==> src/rtl/bcd_seq_converter_pkg.sv <==
// Shared types and constants for the sequential binary-to-BCD converter.
// Digit width, default sizing and the controller state encoding live here.
package bcd_seq_converter_pkg;
  localparam int DEF_W       = 10;
  localparam int DEF_MAX_VAL = 999;
  localparam int BCD_W       = 4;
  localparam int NUM_DIG     = 3;

  typedef enum logic [1:0] {
    ST_IDLE = 2'd0,
    ST_CONV = 2'd1,
    ST_DONE = 2'd2
  } state_e;
endpackage

==> src/rtl/bcd_seq_converter_if.sv <==
// Request/result bundle between the reaction timer and the BCD converter.
// The timer side drives start/bin; the converter returns status and digits.
interface bcd_seq_converter_if
  import bcd_seq_converter_pkg::*;
#(
  parameter int W = DEF_W
);
  logic             start;
  logic [W-1:0]     bin;
  logic             busy;
  logic             done;
  logic             ovf;
  logic [BCD_W-1:0] hundreds;
  logic [BCD_W-1:0] tens;
  logic [BCD_W-1:0] ones;

  modport master (
    output start, bin,
    input  busy, done, ovf, hundreds, tens, ones
  );

  modport slave (
    input  start, bin,
    output busy, done, ovf, hundreds, tens, ones
  );
endinterface

==> src/rtl/bcd_seq_converter_add3.sv <==
// Single-nibble double-dabble correction: add 3 when the digit is 5 or more.
// The result stays within the nibble; no carry leaves it.
module bcd_add3
  import bcd_seq_converter_pkg::*;
(
  input  logic [BCD_W-1:0] in_nib,
  output logic [BCD_W-1:0] out_nib
);
  always_comb begin
    out_nib = in_nib;
    if (in_nib >= BCD_W'(5)) out_nib = in_nib + BCD_W'(3);
  end
endmodule

==> src/rtl/bcd_seq_converter.sv <==
// Iterative shift-add-3 binary-to-BCD converter with start/busy/done handshake.
// Inputs above MAX_VAL saturate to MAX_VAL and raise ovf for that result.
module bcd_seq_converter
  import bcd_seq_converter_pkg::*;
#(
  parameter int W       = DEF_W,
  parameter int MAX_VAL = DEF_MAX_VAL
) (
  input  logic               clk,
  input  logic               key0,
  bcd_seq_converter_if.slave io
);
  localparam int CNT_W = (W > 1) ? $clog2(W) : 1;
  localparam int SCR_W = NUM_DIG * BCD_W;

  state_e                           state_q, state_d;
  logic [CNT_W-1:0]                 cnt_q, cnt_d;
  logic [NUM_DIG-1:0][BCD_W-1:0]    scr_q, scr_d;
  logic [W-1:0]                     sh_q, sh_d;
  logic                             ovf_nxt_q, ovf_nxt_d;
  logic [NUM_DIG-1:0][BCD_W-1:0]    dig_q, dig_d;
  logic                             ovf_q, ovf_d;
  logic                             done_q, done_d;

  logic [NUM_DIG-1:0][BCD_W-1:0]    adj;
  logic [SCR_W+W-1:0]               shifted;

  // One corrector per digit, applied before every shift.
  for (genvar g = 0; g < NUM_DIG; g++) begin : g_dig
    bcd_add3 u_add3 (
      .in_nib  (scr_q[g]),
      .out_nib (adj[g])
    );
  end

  assign shifted = {adj, sh_q} << 1;

  always_comb begin
    state_d   = state_q;
    cnt_d     = cnt_q;
    scr_d     = scr_q;
    sh_d      = sh_q;
    ovf_nxt_d = ovf_nxt_q;
    dig_d     = dig_q;
    ovf_d     = ovf_q;
    done_d    = 1'b0;
    unique case (state_q)
      ST_IDLE: begin
        if (io.start) begin
          if (int'(io.bin) > MAX_VAL) begin
            sh_d      = W'(MAX_VAL);
            ovf_nxt_d = 1'b1;
          end else begin
            sh_d      = io.bin;
            ovf_nxt_d = 1'b0;
          end
          scr_d   = '0;
          cnt_d   = '0;
          state_d = ST_CONV;
        end
      end
      ST_CONV: begin
        scr_d = shifted[SCR_W+W-1 -: SCR_W];
        sh_d  = shifted[W-1:0];
        cnt_d = cnt_q + CNT_W'(1);
        if (cnt_q == CNT_W'(W-1)) state_d = ST_DONE;
      end
      ST_DONE: begin
        // Digits and ovf only move here, so partial results never leak out.
        dig_d   = scr_q;
        ovf_d   = ovf_nxt_q;
        done_d  = 1'b1;
        state_d = ST_IDLE;
      end
      default: state_d = ST_IDLE;
    endcase
  end

  always_ff @(posedge clk or negedge key0) begin
    if (!key0) begin
      state_q   <= ST_IDLE;
      cnt_q     <= '0;
      scr_q     <= '0;
      sh_q      <= '0;
      ovf_nxt_q <= 1'b0;
      dig_q     <= '0;
      ovf_q     <= 1'b0;
      done_q    <= 1'b0;
    end else begin
      state_q   <= state_d;
      cnt_q     <= cnt_d;
      scr_q     <= scr_d;
      sh_q      <= sh_d;
      ovf_nxt_q <= ovf_nxt_d;
      dig_q     <= dig_d;
      ovf_q     <= ovf_d;
      done_q    <= done_d;
    end
  end

  assign io.busy     = (state_q != ST_IDLE);
  assign io.done     = done_q;
  assign io.ovf      = ovf_q;
  assign io.hundreds = dig_q[2];
  assign io.tens     = dig_q[1];
  assign io.ones     = dig_q[0];
endmodule

==> src/flat_wrapper.sv <==
// flat-port wrapper written by rule: the top's interface ports become plain ports
module bcd_seq_converter_flat import bcd_seq_converter_pkg::*;
#(
  parameter int W       = DEF_W,
  parameter int MAX_VAL = DEF_MAX_VAL
)
  (clk, key0, io_start, io_bin, io_busy, io_done, io_ovf, io_hundreds, io_tens, io_ones);
  bcd_seq_converter_if #(.W(W)) io_i ();
  input  logic clk;
  input  logic key0;
  input wire logic [$bits(io_i.start)-1:0] io_start;
  input wire logic [$bits(io_i.bin)-1:0] io_bin;
  output wire logic [$bits(io_i.busy)-1:0] io_busy;
  output wire logic [$bits(io_i.done)-1:0] io_done;
  output wire logic [$bits(io_i.ovf)-1:0] io_ovf;
  output wire logic [$bits(io_i.hundreds)-1:0] io_hundreds;
  output wire logic [$bits(io_i.tens)-1:0] io_tens;
  output wire logic [$bits(io_i.ones)-1:0] io_ones;
  assign io_i.start = io_start;
  assign io_i.bin = io_bin;
  assign io_busy = io_i.busy;
  assign io_done = io_i.done;
  assign io_ovf = io_i.ovf;
  assign io_hundreds = io_i.hundreds;
  assign io_tens = io_i.tens;
  assign io_ones = io_i.ones;
  bcd_seq_converter #(.W(W), .MAX_VAL(MAX_VAL)) u_core (.clk(clk), .key0(key0), .io(io_i));
endmodule
==> config.mk <==
export PLATFORM = sky130hd
export DESIGN_NAME = bcd_seq_converter_flat
export DESIGN_NICKNAME = d
export VERILOG_FILES = /design/src/rtl/bcd_seq_converter_pkg.sv /design/src/rtl/bcd_seq_converter_if.sv /design/src/rtl/bcd_seq_converter_add3.sv /design/src/rtl/bcd_seq_converter.sv /design/src/flat_wrapper.sv
export SDC_FILE = /design/constraint.sdc
export NUM_CORES = 1
export LEC_CHECK = 0
export CAP_MARGIN = 20
export CORE_MARGIN = 2
export CORE_UTILIZATION = 48
export DETAILED_ROUTE_END_ITERATION = 16
export HOLD_SLACK_MARGIN = 0.02
export PLACE_DENSITY_LB_ADDON = 0.05
export RECOVER_POWER = 50
export SYNTH_ARGS = -nofsm -noshare
export SYNTH_HDL_FRONTEND = slang
export SYNTH_SLANG_ARGS = --single-unit
==> constraint.sdc <==
create_clock -name clk -period 1.4 [get_ports clk]
set_input_delay 0.28 -clock clk [delete_from_list [all_inputs] [get_ports clk]]
set_output_delay 0.28 -clock clk [all_outputs]
set_load 0.005 [all_outputs]
Word-level counts from Yosys, hierarchy flattened
Cells that the tools add are included.

word-level totals
  flip-flop bits (word level) = 43
  input bits = 13
  output and inout port bits = 15
  logic and storage cells = 46

operators by class
  equal/unequal tests = 5
  multiplexer cells = 15
  $lt $le $gt $ge = 4
  add/sub/neg operators = 4
  reduce and logical (&&, ||, !) cells = 6

operators by type and width
  cell                                                                number
  one-hot mux 12 bit (2 select lines)                                 1
  two-way mux 10 bit                                                  2
  one-hot mux 10 bit (2 select lines)                                 1
  greater-or-equal comparator 4 x 3 -> 1 bit (second input constant)  3
  two-way mux 12 bit                                                  1
  two-way mux 4 bit                                                   3
  > comparator 10 bit (second input constant)                         1
  adder 4 x 2 -> 4 bit (second input constant)                        2
  one-hot mux 4 bit (2 select lines)                                  1
  AND reduction 2 bit                                                 3
  adder 4 x 1 -> 4 bit (second input constant)                        1
  == test 4 bit (second input constant)                               1
  two-way mux 2 bit                                                   2
  one-hot mux 2 bit (2 select lines)                                  1
  nonzero test 2 bit                                                  2
  adder 3 x 2 -> 3 bit (second input constant)                        1
  two-way mux 3 bit                                                   1
  == test 2 x 1 -> 1 bit (second input constant)                      1
  == test 2 bit (second input constant)                               1
  logical NOT 2 bit                                                   1
  two-way mux 1 bit                                                   2
  inequality test 2 x 1 -> 1 bit (second input constant)              1
  inequality test 2 bit (second input constant)                       1

Logic depth before layout (Yosys ltp)
  word-level depth = 4
  mapped depth = 6
  gate-level depth less buffers = 6

Cells and area by module
Synthesis repeated with hierarchy kept, for this count alone.

second synthesis, totals
  cell total of the unflattened synthesis = 214
  area total of the unflattened synthesis = 2,127.0 um2

by module, submodules not included
  module             times used  cells each  area an instance (um2)
  bcd_seq_converter  1           166         1,823.0
  bcd_add3           3           16          101.3

Worst setup path before layout
Ideal clock, no wire load.

  kind = register to register
  from = reg u_core.scr_q[0] (netlist name)
  to = reg u_core.scr_q[2] (netlist name)
  required time = 1,317 ps
  arrival = 1,435 ps
  setup time = 83 ps
  cell stages (with the launch flop) = 7
  path slack = -118 ps
  path buffers = 0
  cells stage by stage = dfrtp_1 > inv_1 > ha_1 > nand2b_1 > a21oi_1 > mux2_2 > o21ai_0

on the way
  cells in the longest elaborated chain, start to end = 3
  elaborated cells on any way between the ends = 4

RTL lines
  element                                                                                    RTL line                      source
  start, declared                                                                            bcd_seq_converter.sv:18       logic [NUM_DIG-1:0][BCD_W-1:0] scr_q, scr_d;
  start signal, assigned                                                                     bcd_seq_converter.sv:92       scr_q <= scr_d;
  adder 4 x 2 -> 4 bit / greater-or-equal comparator 4 x 3 -> 1 bit (equally long branches)  bcd_seq_converter_add3.sv:11  if (in_nib >= BCD_W'(5)) out_nib = in_nib + BCD_W'(3);
  two-way mux 4 bit (*)                                                                      bcd_seq_converter_add3.sv:11
  one-hot mux 12 bit (2 select lines) (*)                                                    bcd_seq_converter.sv:47       unique case (state_q)

Every way passes the cells marked *; elsewhere a longest branch is shown, timed or not.
A chain may end at the register's enable or synchronous reset.

Worst setup path in the final report
  from = reg u_core.state_q[1]
  to = reg u_core.scr_q[3] (netlist name)

on the way
  cells in the longest elaborated chain, start to end = 3
  elaborated cells on any way between the ends = 6

RTL lines
  element                                                                              RTL line                 source
  start, declared                                                                      bcd_seq_converter.sv:16  state_e state_q, state_d;
  start signal, assigned                                                               bcd_seq_converter.sv:90  state_q <= state_d;
  == test 2 x 1 -> 1 bit / logical NOT 2 bit (equally long branches)                   bcd_seq_converter.sv:47
  nonzero test 2 bit (no source line) / inequality test 2 bit (equally long branches)  --
  AND reduction 2 bit (no source line)                                                 --

Several ways; a longest one is shown, not always the timed one.

==> metrics.txt <==
synth top area cells dfrtp_1, mux2_2, o21ai_0; Crit. Startpoint u_core.state_q[1]; failing checks negative setup slack; detailed placement HPWL 2970 microns; row count 23; die area 4660 sq um; critical path's top delay family simple AND/OR/NAND/NOR gates; Final Slew Violations 0; first-pass GRT wire length 7250 microns; I/O Buffers 27; endpoint class of the critical path register; setup ws final -0.0428 ns; commonest non-fill, non-tap cell in the layout dfrtp_1; Worst VDD drop 1.06 mV; Top Ports 28; WL/cell 14.8 microns; CTS buffer count 5; Max Cap Viol 0; Pwr Density 2280 nW/um^2; CP Max Fanout 5; Residual DRC 0; pin count of the biggest net entering global routing 28; Initial Util 49.9%; H-tree levels 2; asr flop ratio synth 100%; fin nets 266; CTS max path bufs 2; Syn Area/Cell 10.8 sq um; Setup-failing EPs final 4; Startpoint Class register; global route total overflow 0; Crit path arrival time 1.64 ns; Cell Chain, Critical Path buf_4 > or3b_4 > nand2_4 > o31ai_1 > a32o_1; Skew-Pair Late Insertion Delay 0.30 ns; fraction of layout cells with a size suffix above 1 35.8%; Slew HR 72.0%; EDFF count, synth 0; Synth top area share 54.3%; Yosys top cell by area dfrtp_1; syn_nets 205; Buf/Inv on CP 1; Worst-Margin Slew 0.419 ns; Clock Sinks 43; Netlist cell types 34; Die Width 68.2 microns; Final GP Congestion 0.798; kind of critical path reg2reg; register bit total from synthesis 43; status complete, but fails checks; ANT nets after route 0; post-route minimum period 1.44 ns; area of the core 3970 sq um; clock root cell clkbuf_8; Main synth FF type dfrtp_1; Fmax 693 MHz; Final Skew 0.00501 ns; DP Worst Slack -0.364 ns; unrepaired setup endpoints after global routing yes; slowest cell delay on critical path 0.40 ns; Die Y 68.2 microns; Final Hold Fails 0; Overall Global Routing Usage 21.6%; period utilization 103%; worst hold path class in2async; YS warnings 0; CTS tree yes; vias in the first global route 1589; leakage 1.33 nW; via count 1587; CP required 1.59 ns; DRT Pass-1 Iters 4; DRT iter0 DRCs 87; Clock Pin Slew Worst Setup and Hold Paths 0.08 ns; initial antenna violation count 0; Area Growth Syn to Fin 43.4%; Avg Vias per Cell 5.36; cell count after synthesis 184; final WL 4390 microns; Util after Layout 71.5%; CP max-delay cell or3b_4; ant diodes 0; FF-to-FF Start u_core.state_q[1]; most used cells in the layout excluding fill and tap cells dfrtp_1, buf_4, nand2_1; Seq/Total Area, Yosys 54.3%; Mapped Area 1980 sq um
-- cell usage after synthesis, types with 2 or more instances --
cell type / instances
nor3b_1: 2
buf_2: 6
a221o_1: 2
nand2b_1: 4
o21ai_1: 2
ha_1: 8
mux2_2: 10
nand3_1: 11
and3_1: 3
a22oi_1: 6
nor2_1: 3
a32o_1: 3
a21oi_1: 6
o31ai_1: 5
o21ai_0: 21
inv_1: 8
dfrtp_1: 43
clkbuf_1: 2
nand2_1: 22
xnor2_1: 3
-- area by class of cell --
cell class | instances | area, sq um
flip-flops and latches | 43 | 1080
fillers | 291 | 1130
clock inverters | 2 | 60.1
multi-input cells | 123 | 988
repair buffers | 64 | 551
well taps | 50 | 62.6
inverters | 8 | 30.0
clock buffers | 6 | 72.6
-- layer usage --
layer  global-route usage [%]  share of wire, %  vias up
met4                     8.75               2.4        0
met5                        0                 0        -
met2                     37.6                51       37
li1                         -                 -      771
met1                     25.5                42      768
met3                     4.93               4.1       11
-- where the power goes --
group | internal [mW] | switching, mW
clock | 0.713 | 0.424
combinational | 1.77 | 1.38
sequential | 1.76 | 0.427
-- through the flow --
stage                     power, mW  setup TNS, ns  instances  hold slack (ns)  area, sq um
final                          6.48         -0.149        296            0.441         2840
after global routing           6.99         -0.789        296            0.476         2840
after CTS                      6.37         -0.238        295            0.446         2820
after detailed placement       4.78          -6.50        281            0.229         2520
after global placement         4.65          -5.79        281            0.230         2520
after floorplan                3.56        -0.0190        184          -0.0156         2000
-- path summary, 6_finish.rpt --
path,end,slack (ns),cells after the start
worst max register to register,u_core.scr_q[3],-0.04,5
min in group clk,u_core.sh_q[6],0.48,2
worst max-delay path,u_core.scr_q[3],-0.04,5
max in group asynchronous,u_core.scr_q[9],0.19,3
worst min register to register,u_core.sh_q[6],0.48,2
worst min-delay path,u_core.io.tens[1],0.44,2
-- worst register-to-register path, stage by stage, from the launching register on --
cell and delay [ns]:
dfrtp_1 0.39, buf_4 0.15, or3b_4 0.40, nand2_4 0.11, o31ai_1 0.08, a32o_1 0.21
-- cell families after synthesis --
logic type / after synthesis / share of synthesized area, %
AOI/OAI and AO/OA: 48 / 15.4
DFF: 43 / 54.3
adders and majority gates: 8 / 5.05
and+or+nand+nor: 53 / 13.5
xor gates and xnor gates: 4 / 1.77
buffers and inverters: 18 / 4.36
muxes: 10 / 5.69
-- repair_timing --
item | 4_1_cts | 5_1_grt
pin swaps | 6 | 6
resized for setup | 50 | 10
hold buffers | 1 | 0
setup endpoints to repair | 29 | 21
endpoints found under the hold margin | 16 | 0
buffers inserted | 6 | 1
-- sequential cells by signal (all words and copies together) (netlist names) --
register	count
u_core.cnt_q	4
u_core.io.tens	4
u_core.io.ovf	1
u_core.io.ones	4
u_core.state_q	2
u_core.sh_q	10
u_core.io.hundreds	4
u_core.io.done	1
u_core.ovf_nxt_q	1
u_core.scr_q	12
(Power assumes the default switching activity.)
